File: config.mk
export PLATFORM = sky130hd
export DESIGN_NAME = spi_peripheral
export DESIGN_NICKNAME = d
export VERILOG_FILES = /design/src/rtl/spi_pkg.sv /design/src/rtl/spi_sync.sv /design/src/rtl/spi_peripheral.sv
export SDC_FILE = /design/constraint.sdc
export NUM_CORES = 1
export LEC_CHECK = 0
export BUFFER_PORTS_ARGS = -buffer_cell sky130_fd_sc_hd__buf_2
export CAP_MARGIN = 25
export CORE_AREA = 2 2 69 71
export CTS_BUF_LIST = sky130_fd_sc_hd__clkbuf_2
export CTS_CLUSTER_SIZE = 25
export DETAILED_ROUTE_END_ITERATION = 8
export DIE_AREA = 0 0 71 73
export GPL_TIMING_DRIVEN = 0
export PLACE_DENSITY_LB_ADDON = 0.15
export SLEW_MARGIN = 20
export SYNTH_ARGS = -nofsm -noshare
export SYNTH_HDL_FRONTEND = slang
export SYNTH_SLANG_ARGS = --single-unit
File: constraint.sdc
create_clock -name clk -period 2.21 [get_ports clk]
set_input_delay 0.442 -clock clk [delete_from_list [all_inputs] [get_ports clk]]
set_output_delay 0.442 -clock clk [all_outputs]
set_load 0.02 [all_outputs]
File: src/rtl/spi_pkg.sv
// Shared types and constants for the SPI mode-0 peripheral.
// Byte width, FSM state encoding and the idle fill byte.
package spi_pkg;

  localparam int SPI_BYTE_W = 8;
  localparam logic [SPI_BYTE_W-1:0] DEFAULT_TX_BYTE = 8'hFF;

  typedef enum logic {
    IDLE,
    ACTIVE
  } spi_periph_state_t;

endpackage

File: src/rtl/spi_sync.sv
// N-stage single-bit synchronizer with a programmable reset value.
// Used to bring the SPI pins into the clk domain.
module spi_sync #(
  parameter int   N       = 2,
  parameter logic RST_VAL = 1'b0
) (
  input  logic clk,
  input  logic rst_n,
  input  logic d,
  output logic q
);

  logic [N-1:0] ff;

  // Shift the pin value through N flops
  always_ff @(posedge clk or negedge rst_n) begin
    if (!rst_n) ff <= {N{RST_VAL}};
    else        ff <= {ff[N-2:0], d};
  end

  assign q = ff[N-1];

endmodule

File: src/rtl/spi_peripheral.sv
// SPI mode-0 peripheral: oversampled pins, MSB-first 8-bit bytes,
// one-entry TX holding register, multi-byte frames under one CS.
module spi_peripheral
  import spi_pkg::*;
#(
  parameter int                    SYNC_STAGES = 2,
  parameter logic [SPI_BYTE_W-1:0] DEFAULT_TX  = DEFAULT_TX_BYTE
) (
  input  logic                  clk,
  input  logic                  rst_n,
  input  logic                  SPI_SCLK,
  input  logic                  SPI_CS,
  input  logic                  SPI_MOSI,
  output logic                  SPI_MISO,
  output logic                  miso_oe,
  input  logic [SPI_BYTE_W-1:0] tx_data,
  input  logic                  tx_valid,
  output logic                  tx_ready,
  output logic [SPI_BYTE_W-1:0] rx_data,
  output logic                  rx_valid,
  output logic                  tx_underrun,
  output logic                  frame_abort,
  output logic                  busy
);

  logic sclk_s, cs_s, mosi_s;
  logic sclk_d, cs_d;
  logic sclk_rise, sclk_fall;
  logic cs_rise, cs_fall;
  logic load;

  spi_periph_state_t state;

  logic [SPI_BYTE_W-1:0] hold_data;
  logic                  hold_full;
  logic [SPI_BYTE_W-1:0] next_byte;
  logic [SPI_BYTE_W-1:0] tx_sr;
  logic [2:0]            tx_bit;
  logic [SPI_BYTE_W-2:0] rx_sr;
  logic [2:0]            rx_cnt;

  spi_sync #(.N(SYNC_STAGES), .RST_VAL(1'b0)) u_sclk (
    .clk(clk), .rst_n(rst_n), .d(SPI_SCLK), .q(sclk_s)
  );

  spi_sync #(.N(SYNC_STAGES), .RST_VAL(1'b1)) u_cs (
    .clk(clk), .rst_n(rst_n), .d(SPI_CS), .q(cs_s)
  );

  spi_sync #(.N(SYNC_STAGES), .RST_VAL(1'b0)) u_mosi (
    .clk(clk), .rst_n(rst_n), .d(SPI_MOSI), .q(mosi_s)
  );

  // Delay synchronized SCLK/CS by one cycle for edge detection
  always_ff @(posedge clk or negedge rst_n) begin
    if (!rst_n) begin
      sclk_d <= 1'b0;
      cs_d   <= 1'b1;
    end else begin
      sclk_d <= sclk_s;
      cs_d   <= cs_s;
    end
  end

  assign sclk_rise = sclk_s & ~sclk_d;
  assign sclk_fall = ~sclk_s & sclk_d;
  assign cs_fall   = cs_d & ~cs_s;
  assign cs_rise   = ~cs_d & cs_s;

  assign tx_ready  = ~hold_full;
  assign next_byte = hold_full ? hold_data : DEFAULT_TX;

  // A CS event always pre-empts an SCLK event in the same cycle
  assign load = (state == IDLE) ? cs_fall
              : (!cs_rise && sclk_fall && tx_bit == 3'd0);

  // One-entry TX holding register; a load empties it
  always_ff @(posedge clk or negedge rst_n) begin
    if (!rst_n) begin
      hold_full <= 1'b0;
      hold_data <= '0;
    end else if (load && hold_full) begin
      hold_full <= 1'b0;
    end else if (tx_valid && !hold_full) begin
      hold_full <= 1'b1;
      hold_data <= tx_data;
    end
  end

  // Frame FSM with rx/tx shifters and registered outputs
  always_ff @(posedge clk or negedge rst_n) begin
    if (!rst_n) begin
      state       <= IDLE;
      SPI_MISO    <= 1'b0;
      miso_oe     <= 1'b0;
      busy        <= 1'b0;
      rx_data     <= '0;
      rx_valid    <= 1'b0;
      tx_underrun <= 1'b0;
      frame_abort <= 1'b0;
      tx_sr       <= '0;
      tx_bit      <= 3'd7;
      rx_sr       <= '0;
      rx_cnt      <= 3'd0;
    end else begin
      rx_valid    <= 1'b0;
      tx_underrun <= 1'b0;
      frame_abort <= 1'b0;
      unique case (state)
        IDLE: begin
          if (cs_fall) begin
            state       <= ACTIVE;
            busy        <= 1'b1;
            miso_oe     <= 1'b1;
            tx_sr       <= next_byte;
            SPI_MISO    <= next_byte[7];
            tx_underrun <= ~hold_full;
            tx_bit      <= 3'd7;
            rx_cnt      <= 3'd0;
          end
        end
        ACTIVE: begin
          if (cs_rise) begin
            state       <= IDLE;
            busy        <= 1'b0;
            miso_oe     <= 1'b0;
            SPI_MISO    <= 1'b0;
            frame_abort <= (rx_cnt != 3'd0);
            rx_cnt      <= 3'd0;
          end else begin
            if (sclk_rise) begin
              rx_sr <= {rx_sr[SPI_BYTE_W-3:0], mosi_s};
              if (rx_cnt == 3'd7) begin
                rx_data  <= {rx_sr, mosi_s};
                rx_valid <= 1'b1;
                rx_cnt   <= 3'd0;
              end else begin
                rx_cnt <= rx_cnt + 3'd1;
              end
            end
            if (sclk_fall) begin
              if (tx_bit == 3'd0) begin
                tx_sr       <= next_byte;
                SPI_MISO    <= next_byte[7];
                tx_underrun <= ~hold_full;
                tx_bit      <= 3'd7;
              end else begin
                tx_bit   <= tx_bit - 3'd1;
                SPI_MISO <= tx_sr[tx_bit-3'd1];
              end
            end
          end
        end
        default: state <= IDLE;
      endcase
    end
  end

endmodule
==> flow_summary_export.csv <==
group,metric,value,unit
outcome,status,"finished, final reports clean",
cts,cts_buffers,5,
final_layout,nNetsFinal,243,
cts,clkLatencyLatePin,400,ps
placed_design,place_congestion,0.728,
sta,timing.fmax,0.513,GHz
detailed_routing,drt-wirelength-per-cell,12.1,um
sta,hold-worst-slack,113,ps
detailed_routing,viasPerCell,5.05,
yosys,synth.largest_area_cell,"dfrtp_1",
yosys,synthAdderAreaFrac,0.0292,
yosys,avgSynthCellArea,11.5,um^2
floorplan,num_io_pins,29,
critical_path,critPathLaunchType,"register",
yosys,ys_types,30,
yosys,synthMuxAreaShare,0.0835,
yosys,yosysWarningCount,0,
final_layout,layout_commonest_cell,"dfrtp_1",
yosys,synth_seq_cells,52,
detailed_routing,ant_nets,0,
detailed_routing,dr_total_vias,1405,
critical_path,ff2ff_path_depth,6,
critical_path,setup.worst_path.class,"reg -> reg",
yosys,synth_compound_area_frac,0.0818,
grt,grt_usage,0.152,
placed_design,hpwl,2480,um
sta,grt_setup_unrepaired,"false",
yosys,synth_edf_count,0,
yosys,synth.top_cell.area_share,0.537,
yosys,syn-cell-area,2140,um^2
yosys,ys_seq_area_frac,0.611,
critical_path,path_max_fanout,6,
floorplan,core,4540,um^2
power_and_ir_drop,powerDensity,884,nW/um^2
critical_path,r2r_start,"tx_bit[0]$_DFFE_PN1P_",
sta,drv_slew,0,
sta,fin_skew,10.6,ps
placed_design,io_buffers,28,
cts,cts_max_level,2,
yosys,synthCells,187,
grt,grt_pass1_vias,1397,
floorplan,dieArea,5180,um^2
detailed_routing,drc_errors,0,
grt,grt_max_degree,35,
floorplan,initial_core_util,0.472,
final_layout,fillCellCount,420,
sta,layout_min_cycle_time,1950,ps
power_and_ir_drop,p_leak,1.24,nW
final_layout,multi_input_area,727,um^2
critical_path,path_cells,"inv_1, ha_1, mux4_2, mux2_2, mux2i_1, o21ai_0",
grt,grt_antenna_before_repair,0,
yosys,synth-simple-area-share,0.141,
sta,finalSetupViolations,0,
floorplan,placementRows,25,
final_layout,n_antenna_cell,0,
critical_path,crit_family,"multiplexers",
yosys,syn-num-nets,206,
yosys,ys_async_sr_fraction,1.00,
sta,hold_violations,0,
critical_path,critPathBufInv,1,
yosys,synth_flop_cell,"dfrtp_1",
yosys,yosys-top-cells-area,"dfrtp_1 54%, dfstp_2 7.4%, mux2_2 5.8%, nand2_1 5.1%, inv_1 3.0%",
min_path,worstHoldPathCells,1,
detailed_routing,wl,3370,um
cts,cts_sinks,52,
flow_run,maxCapViolations,0,
final_layout,seq_area,1310,um^2
final_layout,drive_above_1_share,0.272,
cts,path_clk_slew,210,ps
final_layout,final_cell_mix,"46 x dfrtp_1, 29 x buf_2, 29 x nand2_1, 17 x inv_1",
sta,setup_tns,0,ps
critical_path,ff2ff_setup_slack,260,ps
sta,max-slew-margin-rel,0.576,
sta,fin_crit_sh,0.883,
floorplan,die_w,71,um
final_layout,area_growth,12.7,%
detailed_routing,drt-pass1-iter-count,4,
sta,worst_pin_slew,631,ps
min_path,hold_path_end,"u_cs.ff[0]$_DFF_PN1_",
min_path,min_from,"SPI_CS",
yosys,synth_xor_area_frac,0.00409,
critical_path,crit_path_end_kind,"register",
critical_path,slowest_delay,660,ps
cts,cts_setup_buffers,0,
detailed_routing,drt_iter0_markers,80,
cts,clockBufferDepth,2,
cts,cts_root_buf,"clkbuf_2",
cts,cts_tree,"yes",
min_path,min_path_type,"in -> reg",
critical_path,critPathRequiredTime,2500,ps
yosys,synth_top_family_by_area,"simple AND/OR/NAND/NOR gates",
floorplan,die-height,73,um
critical_path,rr_endpoint,"SPI_MISO$_DFFE_PN0P_",
grt,gr-total-overflow,0,
power_and_ir_drop,ir_worst_vdd,0.000439,V
critical_path,cp.arrival,2240,ps
critical_path,cpMaxStageDelayCell,"dfstp_2",
grt,grt_pass1_wl,6180,um
-- through the flow --
stage	util	power [mW]	setup slack [ps]	instance area, um^2	cells
6_report	0.532	2.13	259	2410	278
5_1_grt	0.532	2.31	149	2410	278
4_1_cts	0.532	2.18	243	2410	278
3_5_place_dp	0.522	1.83	273	2370	270
3_3_place_gp	0.518	1.79	285	2350	269
2_1_floorplan	-	1.66	421	2140	187
-- kinds of logic after synthesis --
logic type,Yosys count
flip-flops,52
multiplexers,14
AO/OA/AOI/OAI,29
adder cells (fa/ha/maj),5
buffers and inverters,25
AND/OR/NAND/NOR,61
XOR/XNOR,1
-- cell type report --
class                           count  area share
Timing Repair Buffer               30      0.0705
Sequential cell                    52       0.542
Buffer                              8      0.0176
Inverter                           17      0.0264
Tap cell                           54      0.0280
Clock buffer                        6      0.0124
Clock inverter                      1     0.00207
Multi-Input combinational cell    110       0.301
-- cell usage after synthesis (2+ instances only) --
cell type  number
o21ai_0        12
a21oi_1         2
buf_4           3
nand3b_1        2
dfrtp_1        46
dfstp_2         6
nand2_1        29
mux4_2          2
nor3b_1         2
clkbuf_1        4
inv_1          17
a22o_1          2
a31oi_1         9
nand2b_1        3
nor3_1          3
nor2_1         12
mux2_2         11
nor2b_1         6
ha_1            5
-- power by group --
part | switching [mW] | leakage (nW) | internal [mW]
registers | 0.106 | 0.638 | 1.17
clock network | 0.263 | 0.0288 | 0.0756
logic | 0.283 | 0.575 | 0.235
total | 0.652 | 1.24 | 1.48
-- how the worst max path moves through the flow --
| stage | startpoint | to | cells past startpoint |
|---|---|---|---|
| after floorplan | tx_bit[0]$_DFFE_PN1P_ | SPI_MISO$_DFFE_PN0P_ | 6 |
| after global placement | tx_bit[0]$_DFFE_PN1P_ | SPI_MISO$_DFFE_PN0P_ | 6 |
| after detailed placement | tx_bit[0]$_DFFE_PN1P_ | SPI_MISO$_DFFE_PN0P_ | 6 |
| after CTS | tx_bit[0]$_DFFE_PN1P_ | SPI_MISO$_DFFE_PN0P_ | 6 |
| after global routing | tx_bit[0]$_DFFE_PN1P_ | SPI_MISO$_DFFE_PN0P_ | 6 |
| final | tx_bit[0]$_DFFE_PN1P_ | SPI_MISO$_DFFE_PN0P_ | 6 |
-- routing by layer --
metal	routed length, um	GRT usage	vias to the layer above	share of wire
met3	137	0.0373	5	0.041
met5	0	0	-	0
met4	54	0.0566	0	0.016
li1	-	-	696	-
met2	1630	0.258	27	0.48
met1	1550	0.190	677	0.46
-- repair_timing --
| item | 4_1_cts | 5_1_grt |
|---|---|---|
| hold buffers | 1 | 0 |
| resized for setup | 0 | 0 |
| hold endpoints to repair | 13 | 0 |
-- state kept, by name (all words and copies together) (netlist names) --
register     flops
hold_data        8
rx_data          8
tx_sr            8
rx_sr            7
rx_cnt           3
tx_bit           3
u_cs.ff          2
u_mosi.ff        2
u_sclk.ff        2
SPI_MISO         1
busy             1
cs_d             1
frame_abort      1
hold_full        1
rx_valid         1
sclk_d           1
state            1
tx_underrun      1
Power figures use the tool's default switching activity.
